<file path="src/rtl/mlu_serial_pkg.sv">
// mlu_serial_pkg: shared definitions for the slice-serial MLU.
//   - MLU_* : 3-bit operation encodings (all eight codes are defined).
//   - mlu_serial_state_t : sequencer states IDLE / RUN / DONE.
// Optional feature macro used by the importing files: MLU_SERIAL_OVERFLOW_EN.
package mlu_serial_pkg;

    localparam logic [2:0] MLU_AND  = 3'd0;
    localparam logic [2:0] MLU_OR   = 3'd1;
    localparam logic [2:0] MLU_XOR  = 3'd2;
    localparam logic [2:0] MLU_NOT  = 3'd3;
    localparam logic [2:0] MLU_ADD  = 3'd4;
    localparam logic [2:0] MLU_SUB  = 3'd5;
    localparam logic [2:0] MLU_ANOT = 3'd6;
    localparam logic [2:0] MLU_NOP1 = 3'd7;

    typedef enum logic [1:0] {
        IDLE = 2'd0,
        RUN  = 2'd1,
        DONE = 2'd2
    } mlu_serial_state_t;

endpackage

</file>
<file path="src/rtl/mlu_serial_slice.sv">
// mlu_serial_slice: combinational evaluation of one SLICE-bit chunk.
// Ports:
//   a, b     - operand slices
//   op       - MLU_* operation
//   cin      - carry into the slice (ADD/SUB only)
//   res      - result slice
//   cout     - carry out of the slice (0 for logic ops)
//   zero     - res == 0
//   msb_cin  - carry into the slice MSB (only with MLU_SERIAL_OVERFLOW_EN)
module mlu_serial_slice
    import mlu_serial_pkg::*;
#(
    parameter int unsigned SLICE = 4
) (
    input  logic [SLICE-1:0] a,
    input  logic [SLICE-1:0] b,
    input  logic [2:0]       op,
    input  logic             cin,
    output logic [SLICE-1:0] res,
    output logic             cout,
`ifdef MLU_SERIAL_OVERFLOW_EN
    output logic             msb_cin,
`endif
    output logic             zero
);

    logic [SLICE-1:0] b_eff;
    logic [SLICE:0]   sum;
    logic             arith;

    always_comb begin
        // SUB is A + ~B + carry; the initial carry of 1 is injected by the top.
        b_eff = (op == MLU_SUB) ? ~b : b;
        sum   = {1'b0, a} + {1'b0, b_eff} + {{SLICE{1'b0}}, cin};
        res   = '0;
        cout  = 1'b0;
        arith = 1'b0;
        unique case (op)
            MLU_ADD, MLU_SUB: begin
                res   = sum[SLICE-1:0];
                cout  = sum[SLICE];
                arith = 1'b1;
            end
            MLU_AND:  res = a & b;
            MLU_OR:   res = a | b;
            MLU_XOR:  res = a ^ b;
            MLU_NOT:  res = ~a;
            MLU_ANOT: res = a & ~b;
            MLU_NOP1: res = '0;
            default:  res = '0;
        endcase
        zero = (res == '0);
    end

`ifdef MLU_SERIAL_OVERFLOW_EN
    // Carry into the MSB recovered from the sum bit: s = a ^ b ^ c.
    assign msb_cin = arith & (res[SLICE-1] ^ a[SLICE-1] ^ b_eff[SLICE-1]);
`else
    logic unused_arith;
    assign unused_arith = arith;
`endif

endmodule

</file>
<file path="src/rtl/mlu_serial.sv">
// mlu_serial: slice-serial MLU. Evaluates SLICE bits per clock, LSB first,
// so a WIDTH-bit operation takes WIDTH/SLICE RUN cycles.
// Ports:
//   CLK, RST              - clock (rising edge), async active-high reset
//   REQ_VALID/REQ_READY   - request handshake; A, B, OP, C_IN sampled on it
//   RSP_VALID/RSP_READY   - response handshake
//   OUT, Z, C, N          - result and flags, held from DONE until next run
//   V                     - signed overflow (only with MLU_SERIAL_OVERFLOW_EN)
// Optional feature macro: MLU_SERIAL_OVERFLOW_EN.
module mlu_serial
    import mlu_serial_pkg::*;
#(
    parameter int unsigned WIDTH = 32,
    parameter int unsigned SLICE = 4
) (
    input  logic             CLK,
    input  logic             RST,
    input  logic             REQ_VALID,
    output logic             REQ_READY,
    input  logic [WIDTH-1:0] A,
    input  logic [WIDTH-1:0] B,
    input  logic [2:0]       OP,
    input  logic             C_IN,
    output logic             RSP_VALID,
    input  logic             RSP_READY,
    output logic [WIDTH-1:0] OUT,
    output logic             Z,
    output logic             C,
`ifdef MLU_SERIAL_OVERFLOW_EN
    output logic             V,
`endif
    output logic             N
);

    localparam int unsigned NS   = WIDTH / SLICE;
    localparam int unsigned CntW = (NS > 1) ? $clog2(NS) : 1;
    localparam logic [CntW-1:0] LastCnt = CntW'(NS - 1);

    if ((SLICE == 0) || (SLICE > WIDTH) || ((WIDTH % SLICE) != 0)) begin : g_bad_param
        $error("mlu_serial: WIDTH must be a non-zero multiple of SLICE");
    end

    mlu_serial_state_t state_q, state_d;
    logic [CntW-1:0]   cnt_q, cnt_d;
    logic [WIDTH-1:0]  a_q, a_d, b_q, b_d;
    logic [2:0]        op_q, op_d;
    logic              carry_q, carry_d;
    logic              zacc_q, zacc_d;
    logic [WIDTH-1:0]  out_q, out_d;
    logic              z_q, z_d, c_q, c_d, n_q, n_d;

    logic [SLICE-1:0]  s_res;
    logic              s_cout, s_zero;
`ifdef MLU_SERIAL_OVERFLOW_EN
    logic              s_msb_cin;
    logic              v_q, v_d;
`endif

    mlu_serial_slice #(
        .SLICE (SLICE)
    ) u_slice (
        .a       (a_q[SLICE-1:0]),
        .b       (b_q[SLICE-1:0]),
        .op      (op_q),
        .cin     (carry_q),
        .res     (s_res),
        .cout    (s_cout),
`ifdef MLU_SERIAL_OVERFLOW_EN
        .msb_cin (s_msb_cin),
`endif
        .zero    (s_zero)
    );

    always_comb begin
        state_d = state_q;
        cnt_d   = cnt_q;
        a_d     = a_q;
        b_d     = b_q;
        op_d    = op_q;
        carry_d = carry_q;
        zacc_d  = zacc_q;
        out_d   = out_q;
        z_d     = z_q;
        c_d     = c_q;
        n_d     = n_q;
`ifdef MLU_SERIAL_OVERFLOW_EN
        v_d     = v_q;
`endif
        REQ_READY = (state_q == IDLE);
        RSP_VALID = (state_q == DONE);

        unique case (state_q)
            IDLE: begin
                if (REQ_VALID) begin
                    a_d     = A;
                    b_d     = B;
                    op_d    = OP;
                    // SUB always starts with carry 1 so OUT = A - B.
                    carry_d = (OP == MLU_SUB) ? 1'b1 : ((OP == MLU_ADD) ? C_IN : 1'b0);
                    zacc_d  = 1'b1;
                    cnt_d   = '0;
                    state_d = RUN;
                end
            end
            RUN: begin
                a_d     = a_q >> SLICE;
                b_d     = b_q >> SLICE;
                carry_d = s_cout;
                zacc_d  = zacc_q & s_zero;
                out_d[cnt_q*SLICE +: SLICE] = s_res;
                cnt_d   = cnt_q + 1'b1;
                if (cnt_q == LastCnt) begin
                    // Flags only change on the final slice so they stay stable otherwise.
                    z_d     = zacc_q & s_zero;
                    c_d     = s_cout;
                    n_d     = s_res[SLICE-1];
`ifdef MLU_SERIAL_OVERFLOW_EN
                    v_d     = s_msb_cin ^ s_cout;
`endif
                    state_d = DONE;
                end
            end
            DONE: begin
                if (RSP_READY) begin
                    state_d = IDLE;
                end
            end
            default: state_d = IDLE;
        endcase
    end

    always_ff @(posedge CLK or posedge RST) begin
        if (RST) begin
            state_q <= IDLE;
            cnt_q   <= '0;
            a_q     <= '0;
            b_q     <= '0;
            op_q    <= MLU_AND;
            carry_q <= 1'b0;
            zacc_q  <= 1'b0;
            out_q   <= '0;
            z_q     <= 1'b0;
            c_q     <= 1'b0;
            n_q     <= 1'b0;
`ifdef MLU_SERIAL_OVERFLOW_EN
            v_q     <= 1'b0;
`endif
        end else begin
            state_q <= state_d;
            cnt_q   <= cnt_d;
            a_q     <= a_d;
            b_q     <= b_d;
            op_q    <= op_d;
            carry_q <= carry_d;
            zacc_q  <= zacc_d;
            out_q   <= out_d;
            z_q     <= z_d;
            c_q     <= c_d;
            n_q     <= n_d;
`ifdef MLU_SERIAL_OVERFLOW_EN
            v_q     <= v_d;
`endif
        end
    end

    assign OUT = out_q;
    assign Z   = z_q;
    assign C   = c_q;
    assign N   = n_q;
`ifdef MLU_SERIAL_OVERFLOW_EN
    assign V   = v_q;
`endif

`ifdef FORMAL
    // Full-width reference of the latched request, checked whenever DONE.
    logic [WIDTH-1:0] ref_a_q, ref_b_q, ref_out;
    logic [2:0]       ref_op_q;
    logic             ref_cin_q, ref_c;
    logic [WIDTH:0]   ref_sum;

    always_ff @(posedge CLK or posedge RST) begin
        if (RST) begin
            ref_a_q   <= '0;
            ref_b_q   <= '0;
            ref_op_q  <= MLU_AND;
            ref_cin_q <= 1'b0;
        end else if ((state_q == IDLE) && REQ_VALID) begin
            ref_a_q   <= A;
            ref_b_q   <= B;
            ref_op_q  <= OP;
            ref_cin_q <= carry_d;
        end
    end

    always_comb begin
        ref_sum = {1'b0, ref_a_q} + {1'b0, (ref_op_q == MLU_SUB) ? ~ref_b_q : ref_b_q}
                  + {{WIDTH{1'b0}}, ref_cin_q};
        ref_out = '0;
        ref_c   = 1'b0;
        unique case (ref_op_q)
            MLU_ADD, MLU_SUB: begin
                ref_out = ref_sum[WIDTH-1:0];
                ref_c   = ref_sum[WIDTH];
            end
            MLU_AND:  ref_out = ref_a_q & ref_b_q;
            MLU_OR:   ref_out = ref_a_q | ref_b_q;
            MLU_XOR:  ref_out = ref_a_q ^ ref_b_q;
            MLU_NOT:  ref_out = ~ref_a_q;
            MLU_ANOT: ref_out = ref_a_q & ~ref_b_q;
            default:  ref_out = '0;
        endcase
    end

    a_done_ref: assert property (@(posedge CLK) disable iff (RST)
        (state_q == DONE) |-> ((OUT == ref_out) && (Z == (ref_out == '0)) &&
                               (C == ref_c) && (N == ref_out[WIDTH-1])));
`endif

endmodule

</file>
<file path="config.mk">
export PLATFORM = sky130hd
export DESIGN_NAME = mlu_serial
export DESIGN_NICKNAME = d
export VERILOG_FILES = /design/src/rtl/mlu_serial_pkg.sv /design/src/rtl/mlu_serial_slice.sv /design/src/rtl/mlu_serial.sv
export SDC_FILE = /design/constraint.sdc
export NUM_CORES = 1
export LEC_CHECK = 0
export BUFFER_PORTS_ARGS = -buffer_cell sky130_fd_sc_hd__clkbuf_2
export CORE_ASPECT_RATIO = 0.6
export CORE_MARGIN = 2
export CORE_UTILIZATION = 55
export DETAILED_ROUTE_END_ITERATION = 8
export PLACE_DENSITY = 0.79
export SYNTH_ARGS = -nofsm -noshare
export SYNTH_HDL_FRONTEND = slang
export SYNTH_HIERARCHICAL = 1
export SYNTH_SLANG_ARGS = --single-unit
</file>
<file path="constraint.sdc">
create_clock -name CLK -period 8.77 [get_ports CLK]
set_input_delay 0.877 -clock CLK [delete_from_list [all_inputs] [get_ports CLK]]
set_output_delay 0.877 -clock CLK [all_outputs]
set_load 0.01 [all_outputs]
</file>
# --- Word level (Yosys, flattened, before mapping) ---
# Index checks and enable logic that the tools add are counted.
totals:
  out_inout_bits: 37
  ff_bits: 109
  wordCells: 68
op_classes:
  eq_ne: 15
  n_addsub: 4
  n_reduce_logical: 9
  mux: 20
  shift: 2
  bitwise: 7
ops:
  columns: ["operator", "count"]
  rows:
  - ["$pmux W32 S2", 2]
  - ["$mux W32", 2]
  - ["$neg A5 Y34", 1]
  - ["$shift A4 B34 Y32 const A", 1]
  - ["$shiftx A4 B34 Y32", 1]
  - ["$bwmux W32", 1]
  - ["$pmux W4 S7", 1]
  - ["$eq A3 B3 Y1 const B", 7]
  - ["$and A4 B4 Y4", 2]
  - ["$not A4 Y4", 2]
  - ["$eq A3 B2 Y1 const B", 2]
  - ["$mux W2", 3]
  - ["$pmux W2 S3", 1]
  - ["$pmux W3 S2", 1]
  - ["$reduce_and A2 Y1", 3]
  - ["$add A4 B4 Y5", 1]
  - ["$add A5 B1 Y5", 1]
  - ["$mux W1", 5]
  - ["$logic_not A4 Y1", 1]
  - ["$mux W4", 1]
  - ["$ne A2 B2 Y1 const B", 2]
  - ["$or A4 B4 Y4", 1]
  - ["$pmux W1 S2", 2]
  - ["$xor A4 B4 Y4", 1]
  - ["other kinds (12)", 12]

# --- Logic depth before layout (Yosys ltp) ---
depth:
  ltp_word: 8
  ltp_mapped: 13

# --- By module ---
# The synthesis kept the hierarchy.
by_module_without_submodules:
  columns: ["module", "seq_area_each_um2", "area_each_um2", "instances", "cells_each"]
  rows:
  - ["mlu_serial", 2727.6, 5172.5, 1, 497]
  - ["mlu_serial_slice", 0.0, 519.2, 1, 73]

# --- Worst setup path before layout ---
# Ideal clock, no wire load.
synth_timing:
  path_type: "register to register"
  start: "reg op_q[2]"
  end: "reg out_q[18], in the netlist OUT[18]"
  stages_incl_launch_ff: 13
  setup_ps: 128
  path_slack_ps: 6005
  arrival_time_ps: 2637
  required_time_ps: 8642
  cell_sequence: "dfrtp_1 > buf_12 > buf_2 > nand3_1 > xnor2_1 > fa_1 > fa_1 > xnor2_1 > nand2_1 > o21ai_1 > a2bb2oi_1 > and2_1 > mux2_1"
synth_via:
  elab_chain_cells: 7
synth_rtl:
  columns: ["item", "line", "text"]
  rows:
  - ["from (decl)", "mlu_serial.sv:46", "logic [2:0] op_q, op_d;"]
  - ["from (signal assigned)", "mlu_serial.sv:153", "op_q <= op_d;"]
  - ["$eq A3 B3 Y1", "mlu_serial_slice.sv:33, mlu_serial_slice.sv:38", null]
  - ["$mux W4", "mlu_serial_slice.sv:33", "b_eff = (op == MLU_SUB) ? ~b : b;"]
  - ["$add A4 B4 Y5", "mlu_serial_slice.sv:34", "sum = {1'b0, a} + {1'b0, b_eff} + {{SLICE{1'b0}}, cin};"]
  - ["$add A5 B1 Y5", "mlu_serial_slice.sv:34", null]
  - ["$pmux W4 S7 (*)", "mlu_serial_slice.sv:38", "unique case (op)"]
  - ["named net s_res[2]", "mlu_serial.sv:52", "logic [SLICE-1:0] s_res;"]
  - ["$shiftx A4 B34 Y32 (*)", "mlu_serial.sv:110", "out_d[cnt_q*SLICE +: SLICE] = s_res;"]
  - ["$bwmux W32 (*)", "mlu_serial.sv:110", null]
  - ["to (signal assigned)", "mlu_serial.sv:156", "out_q <= out_d;"]
  - ["to (decl)", "mlu_serial.sv:49", "logic [WIDTH-1:0] out_q, out_d;"]
# Mark *: on every way through the listed nets, which the timed path passes. The rest lies on a longest branch.
# A chain may end at the register's enable or synchronous reset.

# --- Worst setup path after layout ---
layout_timing:
  start: "reg op_q[2]"
  end: "reg out_q[10], in the netlist OUT[10]"
# Same word-level chain as after synthesis.

==> flow_metrics.py <==
metrics = {
    "sta": {
        "setup_viol": 0,
        "fmax_mhz": 284,
        "finalHoldViolCount": 0,
        "period_needed_ns": 3.52,
        "finalWorstSetupSlack_ns": 5.25,
        "tightest_slew_ns": 0.780,
        "finClkSkew_ns": 0.00757,
        "slew_headroom": 0.480,
        "period_share": 0.401,
        "setup_tns_ns": 0,
        "rsz0062_at_grt": "false",
        "drv_slew": 0,
    },
    "global_routing": {
        "gr-total-overflow": 0,
        "grt_max_degree": 68,
        "grtUsageTotal": 0.268,
        "grt_busiest_layer": "met2",
        "grt_pass1_vias": 4623,
        "gr-usage-met2": 0.397,
        "grt_pass1_wl_microns": 23600,
        "grt.met3_usage": 0.0775,
        "use_met1": 0.393,
        "antenna_found_initial": 0,
    },
    "routing": {
        "wl_per_cell_microns": 18.3,
        "num_vias": 4756,
        "drtIter0Drc": 515,
        "drt_wl_total_microns": 14600,
        "drtPass1Iterations": 5,
        "drtAntennaViolNets": 0,
        "drc": 0,
        "post_drt_via_cell_ratio": 5.98,
    },
    "clocking": {
        "cts.reportedPaths.clkPinSlew_ns": 0.07,
        "clock_sinks": 109,
        "h-tree-depth": 3,
        "cts_setup_buffers": 0,
        "root_buffer": "clkbuf_16",
        "cts_made_buffers": 9,
        "post_cts_resized": 0,
        "cts_tree": "done",
        "clockBufferDepth": 2,
        "clk_latency_ns": 0.35,
        "hold_buffers": 0,
    },
    "cells_and_area": {
        "fin_cells": 795,
        "multiInputGateArea_sq_mm": 0.00273,
        "layout_commonest_cell": "clkbuf_2",
        "layout-area-overhead-vs-synth_pct": 15.4,
        "seq_area_sq_mm": 0.00273,
        "drive_gt1_frac": 0.264,
        "layout_common_cells": "clkbuf_2, dfrtp_1, o21ai_0, a21oi_1, nor2b_1",
        "fin_nets": 740,
        "utilization": 0.660,
        "fin_area_sq_mm": 0.00657,
        "fill_cells": 818,
    },
    "setup_path": {
        "cp_cell_sequence": "nand3_1, xnor2_1, fa_1, fa_1, xnor2_1, nand2_1, o21ai_1, a2bb2oi_1, and2_1, mux2_2",
        "endpoint_kind": "flip-flop",
        "critical_path_class": "reg2reg",
        "worstPathRequired_ns": 9.06,
        "slowest_delay_ns": 0.72,
        "crit_arrival_ns": 3.81,
        "crit_path_top_delay_cell": "dfrtp_1",
        "start_kind": "flip-flop",
        "cp_max_fo": 20,
    },
    "synthesis": {
        "synth.net_count": 656,
        "syn_area_sq_mm": 0.00569,
        "synthCells": 570,
        "yosys_warnings": 6,
        "synth-edff-count": 0,
        "ys_ff_latch": 109,
        "avgSynthCellArea_sq_um": 9.99,
        "async_reset_ff_frac": 1.00,
        "ys_types": 45,
        "ys_seq_area_frac": 0.479,
        "yosys_most_used_dff": "dfrtp_1",
    },
    "floorplanning": {
        "start_util": 0.572,
        "ios": 109,
        "fp.dieH_microns": 82.8,
        "die_area_sq_mm": 0.0112,
        "rows": 28,
        "die_x_microns": 135,
        "fp.coreArea_sq_mm": 0.00995,
    },
    "placement": {
        "dp_hpwl_microns": 10000,
        "dpl_worst_slack_ns": 5.39,
        "placed_area_sq_mm": 0.00629,
        "routabilityCongestion": 0.898,
        "portBuffers": 108,
        "placed_cells": 778,
    },
    "power_and_ir_drop": {
        "vdd_drop_max_mv": 0.165,
        "p_per_area_mw_per_mm2": 352,
        "leakage_uw": 0.00308,
    },
    "status": {
        "status": "finished clean",
    },
    "min_path": {
        "hp-class": "reg2reg",
    },
    "flow_run": {
        "maxCapViolations": 0,
    },
}
==> final timing paths <==
check | from | end | slack, ns | cells past startpoint
setup / recovery | op_q[2]$_DFFE_PP0P_ | OUT[10]$_DFFE_PP0P_ | 5.25 | 10
hold / removal | OUT[17]$_DFFE_PP0P_ | OUT[17]$_DFFE_PP0P_ | 0.49 | 1
setup reg to reg | op_q[2]$_DFFE_PP0P_ | OUT[10]$_DFFE_PP0P_ | 5.25 | 10
hold reg to reg | OUT[17]$_DFFE_PP0P_ | OUT[17]$_DFFE_PP0P_ | 0.49 | 1
max in group asynchronous | RST | state_q[0]$_DFFE_PP0P_ | 6.94 | 3
min in group asynchronous | RST | b_q[12]$_DFFE_PP0P_ | 0.65 | 2
==> synth_stat cells, types with 2 or more instances <==
| master | count | area (sq um) |
|---|---|---|
| dfrtp_1 | 109 | 2730 |
| o21ai_0 | 71 | 355 |
| a21oi_1 | 63 | 315 |
| nor2b_1 | 60 | 375 |
| a22oi_1 | 56 | 420 |
| clkbuf_1 | 30 | 113 |
| mux2_2 | 29 | 327 |
| nand2_1 | 27 | 101 |
| inv_1 | 15 | 56.3 |
| ha_1 | 12 | 150 |
| nor2_1 | 12 | 45.0 |
| and2_1 | 8 | 50.1 |
| mux2_1 | 8 | 90.1 |
| nand2b_1 | 6 | 37.5 |
| xnor2_1 | 6 | 52.6 |
| and3_1 | 5 | 31.3 |
| buf_1 | 5 | 18.8 |
| buf_2 | 5 | 25.0 |
| nand3_1 | 4 | 20.0 |
| nand3b_1 | 4 | 30.0 |
| inv_2 | 3 | 11.3 |
| o221ai_1 | 3 | 26.3 |
| a21o_1 | 2 | 15.0 |
| fa_1 | 2 | 40.0 |
| mux2i_1 | 2 | 20.0 |
| nor4b_4 | 2 | 47.6 |
| o21ai_1 | 2 | 10.0 |
| o31ai_1 | 2 | 15.0 |
==> sequential cells by signal, summed over array words and instances (netlist names) <==
| signal | count |
|---|---|
| b_q | 32 |
| C | 1 |
| Z | 1 |
| op_q | 3 |
| OUT | 32 |
| state_q | 2 |
| zacc_q | 1 |
| a_q | 32 |
| carry_q | 1 |
| cnt_q | 3 |
| N | 1 |
==> per-stage QoR <==
stage | hold WS [ns] | total power [uW]
after floorplan | 0.460 | 1610
after global placement | 0.469 | 1850
after detailed placement | 0.476 | 1930
after CTS | 0.490 | 2310
after global routing | 0.514 | 2470
final | 0.487 | 2310
==> area by class of cell <==
class / count / area share
Multi-Input combinational cell: 401 / 0.416
Clock inverter: 5 / 0.00572
Clock buffer: 11 / 0.0354
Timing Repair Buffer: 115 / 0.0903
Sequential cell: 109 / 0.416
Tap cell: 135 / 0.0257
Antenna cell: 1 / 0.000381
Inverter: 18 / 0.0107
==> cell families after synthesis <==
logic type | count (synthesis) | share of synthesized area
compound gates | 206 | 0.215
fa+ha+maj | 14 | 0.0334
mux | 39 | 0.0767
simple gates | 136 | 0.143
buf+inv | 60 | 0.0442
flops | 109 | 0.479
xor+xnor | 6 | 0.00923
==> per-layer routing <==
metal | up-vias | wire length, microns
li1 | 2203 | -
met1 | 2325 | 6600
met2 | 208 | 6490
met3 | 20 | 1280
met4 | 0 | 195
met5 | - | 0
==> critical path, delay by kind of cell, from the launching register on <==
family,cells,cell delay [ns]
fa+ha+maj,2,0.85
mux,1,0.15
compound gates,2,0.66
simple gates,3,0.68
flops,1,0.72
xor+xnor,2,0.40
==> report_power, final <==
part	internal [uW]	switching, uW
combinational	455	601
clock	194	184
sequential	695	182
Power figures use the tool's default switching activity.
